## src/rtl/rst_seq_pkg.sv

```systemverilog
// +--------------------------------------------------------------------+
// | rst_seq_pkg : state encodings and parameter defaults for rst_seq   |
// | Rev 1.0                                                            |
// +--------------------------------------------------------------------+
`default_nettype none

package rst_seq_pkg;

  typedef enum logic [1:0] {
    ST_SYNC    = 2'd0,
    ST_STRETCH = 2'd1,
    ST_RUN     = 2'd2
  } state_e;

  localparam int DEF_SYNC_STAGES = 2;
  localparam int DEF_HOLD_CYCLES = 4;
  localparam int DEF_CNT_W       = 8;

endpackage

`default_nettype wire

```

## src/rtl/sync_ff.sv

```systemverilog
// +--------------------------------------------------------------------+
// | sync_ff : multi-stage synchronizer chain with asynchronous clear   |
// | Rev 1.0                                                            |
// +--------------------------------------------------------------------+
`default_nettype none

module sync_ff #(
  parameter int STAGES = 2
) (
  input  logic clk,
  input  logic rst_n,
  input  logic d,
  output logic q
);

  logic [STAGES-1:0] r_chain;

  always_ff @(posedge clk or negedge rst_n) begin
    if (!rst_n) begin
      r_chain <= '0;
    end else begin
      r_chain <= {r_chain[STAGES-2:0], d};
    end
  end

  assign q = r_chain[STAGES-1];

endmodule

`default_nettype wire

```

## src/rtl/rst_seq.sv

```systemverilog
// +--------------------------------------------------------------------+
// | rst_seq : reset sequencer (sync, stretch, soft-reset handling)     |
// | Optional macro RST_SEQ_CNT_EN builds the soft-reset event counter. |
// | Rev 1.0                                                            |
// +--------------------------------------------------------------------+
`default_nettype none

module rst_seq
  import rst_seq_pkg::*;
#(
  parameter int SYNC_STAGES = DEF_SYNC_STAGES,
  parameter int HOLD_CYCLES = DEF_HOLD_CYCLES,
  parameter int CNT_W       = DEF_CNT_W
) (
  input  logic             clk,
  input  logic             rst_n,
  input  logic             sw_rst_req,
  output logic             rst_out_n,
  output logic             rst_busy,
  output logic             sw_rst_ack,
  output logic [CNT_W-1:0] rst_cnt
);

  localparam int c_str_w = (HOLD_CYCLES > 1) ? $clog2(HOLD_CYCLES) : 1;
  localparam logic [c_str_w-1:0] c_hold_load = c_str_w'(HOLD_CYCLES - 1);

  state_e               r_state;
  state_e               w_state_nxt;
  logic [c_str_w-1:0]   r_str_cnt;
  logic [c_str_w-1:0]   w_str_cnt_nxt;
  logic                 r_soft;
  logic                 w_soft_nxt;
  logic                 w_done;
  logic                 w_sync;

  sync_ff #(
    .STAGES(SYNC_STAGES)
  ) u_sync (
    .clk  (clk),
    .rst_n(rst_n),
    .d    (1'b1),
    .q    (w_sync)
  );

  // r_soft remembers whether the current stretch came from a soft request,
  // so the power-on stretch never produces an ack.
  always_comb begin
    w_state_nxt   = r_state;
    w_str_cnt_nxt = r_str_cnt;
    w_soft_nxt    = r_soft;
    w_done        = 1'b0;
    case (r_state)
      ST_SYNC: begin
        if (w_sync) begin
          w_state_nxt   = ST_STRETCH;
          w_str_cnt_nxt = c_hold_load;
          w_soft_nxt    = 1'b0;
        end
      end
      ST_STRETCH: begin
        if (r_str_cnt == '0) begin
          w_state_nxt = ST_RUN;
          w_done      = 1'b1;
        end else begin
          w_str_cnt_nxt = r_str_cnt - 1'b1;
        end
      end
      ST_RUN: begin
        if (sw_rst_req) begin
          w_state_nxt   = ST_STRETCH;
          w_str_cnt_nxt = c_hold_load;
          w_soft_nxt    = 1'b1;
        end
      end
      default: begin
        w_state_nxt = ST_SYNC;
      end
    endcase
  end

  always_ff @(posedge clk or negedge rst_n) begin
    if (!rst_n) begin
      r_state    <= ST_SYNC;
      r_str_cnt  <= '0;
      r_soft     <= 1'b0;
      rst_out_n  <= 1'b0;
      sw_rst_ack <= 1'b0;
    end else begin
      r_state    <= w_state_nxt;
      r_str_cnt  <= w_str_cnt_nxt;
      r_soft     <= w_soft_nxt;
      rst_out_n  <= (w_state_nxt == ST_RUN);
      sw_rst_ack <= w_done & r_soft;
    end
  end

  assign rst_busy = (r_state != ST_RUN);

`ifdef RST_SEQ_CNT_EN
  logic             w_accept;
  logic [CNT_W-1:0] r_rst_cnt;

  assign w_accept = (r_state == ST_RUN) && sw_rst_req;

  always_ff @(posedge clk or negedge rst_n) begin
    if (!rst_n) begin
      r_rst_cnt <= '0;
    end else if (w_accept && (r_rst_cnt != '1)) begin
      r_rst_cnt <= r_rst_cnt + 1'b1;
    end
  end

  assign rst_cnt = r_rst_cnt;
`else
  assign rst_cnt = '0;
`endif

endmodule

`default_nettype wire

```

## config.mk

```make
export PLATFORM = sky130hd
export DESIGN_NAME = rst_seq
export DESIGN_NICKNAME = d
export VERILOG_FILES = /design/src/rtl/rst_seq_pkg.sv /design/src/rtl/sync_ff.sv /design/src/rtl/rst_seq.sv
export SDC_FILE = /design/constraint.sdc
export NUM_CORES = 1
export LEC_CHECK = 0
export BUFFER_PORTS_ARGS = -buffer_cell sky130_fd_sc_hd__buf_2
export CORE_AREA = 2 2 39 41
export CTS_BUF_LIST = sky130_fd_sc_hd__clkbuf_16
export DETAILED_ROUTE_END_ITERATION = 8
export DIE_AREA = 0 0 41 43
export GPL_ROUTABILITY_DRIVEN = 0
export HOLD_SLACK_MARGIN = 0.03
export SLEW_MARGIN = 20
export SYNTH_ARGS = -nofsm -noshare
export SYNTH_HDL_FRONTEND = slang
export SYNTH_SLANG_ARGS = --single-unit
```

## constraint.sdc

```tcl
create_clock -name clk -period 2.3 [get_ports clk]
set_input_delay 0 -clock clk [delete_from_list [all_inputs] [get_ports clk]]
set_output_delay 0 -clock clk [all_outputs]
set_load 0.005 [all_outputs]
```

==> qor.csv <==
stage,metric,value,unit
run_status,outcome,finished clean,
grt,met3 usage in global routing,4.71,%
worst_setup_path,Reg2Reg Launch Point,r_str_cnt[0],
grt,largest net degree at the start of global routing,10,
layout,fill cell count,148,
synthesis,"Cell Area, Synth",438,um^2
synthesis,fraction of the yosys area taken by sequential cells,51.4,%
synthesis,Yosys top cell by area,dfrtp_1,
layout,post-layout net count,54,
route,Via Count,267,
power,power density cells,1340,nW/um^2
power,LEAKAGE,0.274,nW
power,sequential power share,32.8,%
layout,Multi-input gate area,168,um^2
placement,Final HPWL DP,439,um
route,Pre-antenna DRT Iters,4,
synthesis,Synth area leaders,"dfrtp_1, buf_4, nand2b_1, a2bb2oi_2, nand2b_4",
layout,Register Area,225,um^2
synthesis,"Top FF cell, synth",dfrtp_1,
clock_tree,TritonCTS clock tree,done,
synthesis,"EDFF count, synth",0,
clock_tree,worst skew pair latency,230,ps
power,worst-case vdd ir drop,0.416,mV
worst_setup_path,Crit Path Class,reg -> reg,
timing,setup TNS,0,ps
grt,initial antenna violation count,0,
timing,"Period Utilization, post-route",54.8,%
layout,Antenna Cells,0,
route,total wire length,592,um
worst_setup_path,CP Data Arrival Time,1380,ps
synthesis,Yosys reg bits,9,
layout,Layout area overhead,25.1,%
route,initial DRC count,3,
clock_tree,Sink Count,9,
floorplan,row count,14,
grt,first-pass GRT wire length,1080,um
worst_setup_path,CP required,2420,ps
timing,worst clock skew,1.84,ps
min_path,class of the worst hold path,in -> async,
grt,GR Overflow Total,0,
timing,Hold Slack,149,ps
clock_tree,Setup Buffers After CTS,0,
power,switching power,0.194,mW
floorplan,Initial Utilization,31.6,%
clock_tree,"Reg clk slew, reported paths",40,ps
flow_run,max_cap viols,0,
grt,vias in the first global route,257,
timing,RSZ-0062 raised after global routing,false,
synthesis,Syn Area/Cell,11.2,um^2
clock_tree,clk root buf,clkbuf_16,
worst_setup_path,worst-path fanout max,3,
clock_tree,Max Buffers Root-to-Sink,2,
route,vias per inst,4.11,
route,DRC,0,
worst_setup_path,crit end category,flop,
power,logic gate share of total power,26.6,%
clock_tree,Num CTS Buffers,3,
grt,GR Util met1,11.6,%
floorplan,chip width,41,um
worst_setup_path,crit path from,r_str_cnt[0],
floorplan,die area,1760,um^2
synthesis,Synth top area share,51.4,%
floorplan,# IOs,14,
timing,final setup fails,0,
clock_tree,Max H-tree Level,1,
power,internal power,0.542,mW
floorplan,Die Height,43,um
worst_setup_path,CP Launch Type,flop,
route,average wire per standard cell,9.11,um
grt,"Most Used Layer, Global Route",met4,
power,Clk pwr share,40.6,%
grt,gr usage total,10.1,%
synthesis,Synth Instances,39,
floorplan,core area,1380,um^2
timing,max-slew violation count,0,
synthesis,Unique masters post-synth,17,
placement,I/O Buffers,5,
timing,Achievable Freq,0.793,GHz
synthesis,Post-synth top cells,"dfrtp_1, buf_4, inv_1, nand2b_1",
grt,GR Layer Usage met2,11.9,%
synthesis,Syn. warnings,0,
route,final antenna-violating net count,0,
timing,Final min period,1260,ps
power,switching share of total power,26.4,%
layout,layout cells sized above 1,24.5,%
synthesis,Synth async-reset ratio,100,%
synthesis,top-count cell post-synth,dfrtp_1,
timing,Fin. Hold Viols,0,
==> per-layer routing <==
metal / wire length, um / vias to the layer above
met5: 0 / -
met4: 26 / 0
met3: 47 / 4
met2: 274 / 13
met1: 243 / 120
li1: - / 130
==> cells in the final DEF, fill, tap and decap left out <==
master / instances
a22oi_2: 1
dlygate4sd3_1: 2
a21oi_1: 2
o21bai_2: 1
nand2b_1: 3
nand3b_1: 1
dfrtp_1: 9
nor2_1: 1
inv_1: 4
o21ai_1: 2
clkbuf_16: 3
buf_2: 5
o21a_1: 1
nor3b_1: 1
nand2_1: 1
a2bb2oi_2: 1
nand2b_4: 1
conb_1: 9
ha_1: 1
==> layout make-up <==
| cell class | count | area share (%) |
|---|---|---|
| Inverter | 3 | 2.05 |
| Clock buffer | 3 | 13.7 |
| Sequential cell | 9 | 41.1 |
| Multi-Input combinational cell | 26 | 30.6 |
| Timing Repair Buffer | 7 | 8.22 |
| Clock inverter | 1 | 0.685 |
| Tap cell | 16 | 3.65 |
==> path summary, 6_finish.rpt <==
path	to	slack [ps]	cells past startpoint
min in group clk	u_sync.r_chain[1]	340	0
worst min-delay path	r_state[0]	150	2
worst max-delay path	r_str_cnt[0]	1040	5
worst min register to register	u_sync.r_chain[1]	340	0
worst max register to register	r_str_cnt[0]	1040	5
max in group asynchronous	u_sync.r_chain[0]	1970	2
==> power by group through the flow <==
| stage | combinational (mW) | clock (mW) | sequential, mW |
|---|---|---|---|
| after floorplan | 0.171 | 0 | 0.237 |
| after global placement | 0.194 | 0 | 0.242 |
| after detailed placement | 0.196 | 0 | 0.244 |
| after CTS | 0.201 | 0.307 | 0.242 |
| after global routing | 0.224 | 0.318 | 0.249 |
| final | 0.195 | 0.299 | 0.241 |
==> flip-flops by register name, indices dropped and copies added (netlist names) <==
signal,flops
rst_out_n,1
r_str_cnt,2
r_soft,1
r_state,2
sw_rst_ack,1
u_sync.r_chain,2
==> per-stage QoR <==
stage / setup WS (ps) / util (%) / total power [mW] / area, um^2 / cells
2_1_floorplan: 1130 / - / 0.408 / 464 / 46
3_3_place_gp: 1060 / 32.5 / 0.437 / 449 / 59
3_5_place_dp: 1060 / 32.5 / 0.440 / 449 / 59
4_1_cts: 1040 / 39.6 / 0.749 / 548 / 65
5_1_grt: 938 / 39.6 / 0.792 / 548 / 65
6_report: 1040 / 39.6 / 0.735 / 548 / 65
==> cell families after synthesis <==
logic type | share of synthesized area [%]
adders and majority gates | 2.86
DFF | 51.4
and+or+nand+nor | 12.6
buffers and inverters | 16.3
AOI/OAI and AO/OA | 15.1
other | 1.71
==> critical path, stage by stage, from the launching register on <==
cell and delay, ps:
dfrtp_1 350, inv_1 50, ha_1 210, nor3b_1 340, nand2_1 100, o21a_1 110
==> repair_timing <==
action | in CTS | in global routing
gates resized for setup | 0 | 0
hold buffers | 2 | 0
setup endpoints to repair | 0 | 0
endpoints found under the hold margin | 11 | 0
Power figures use the tool's default switching activity.
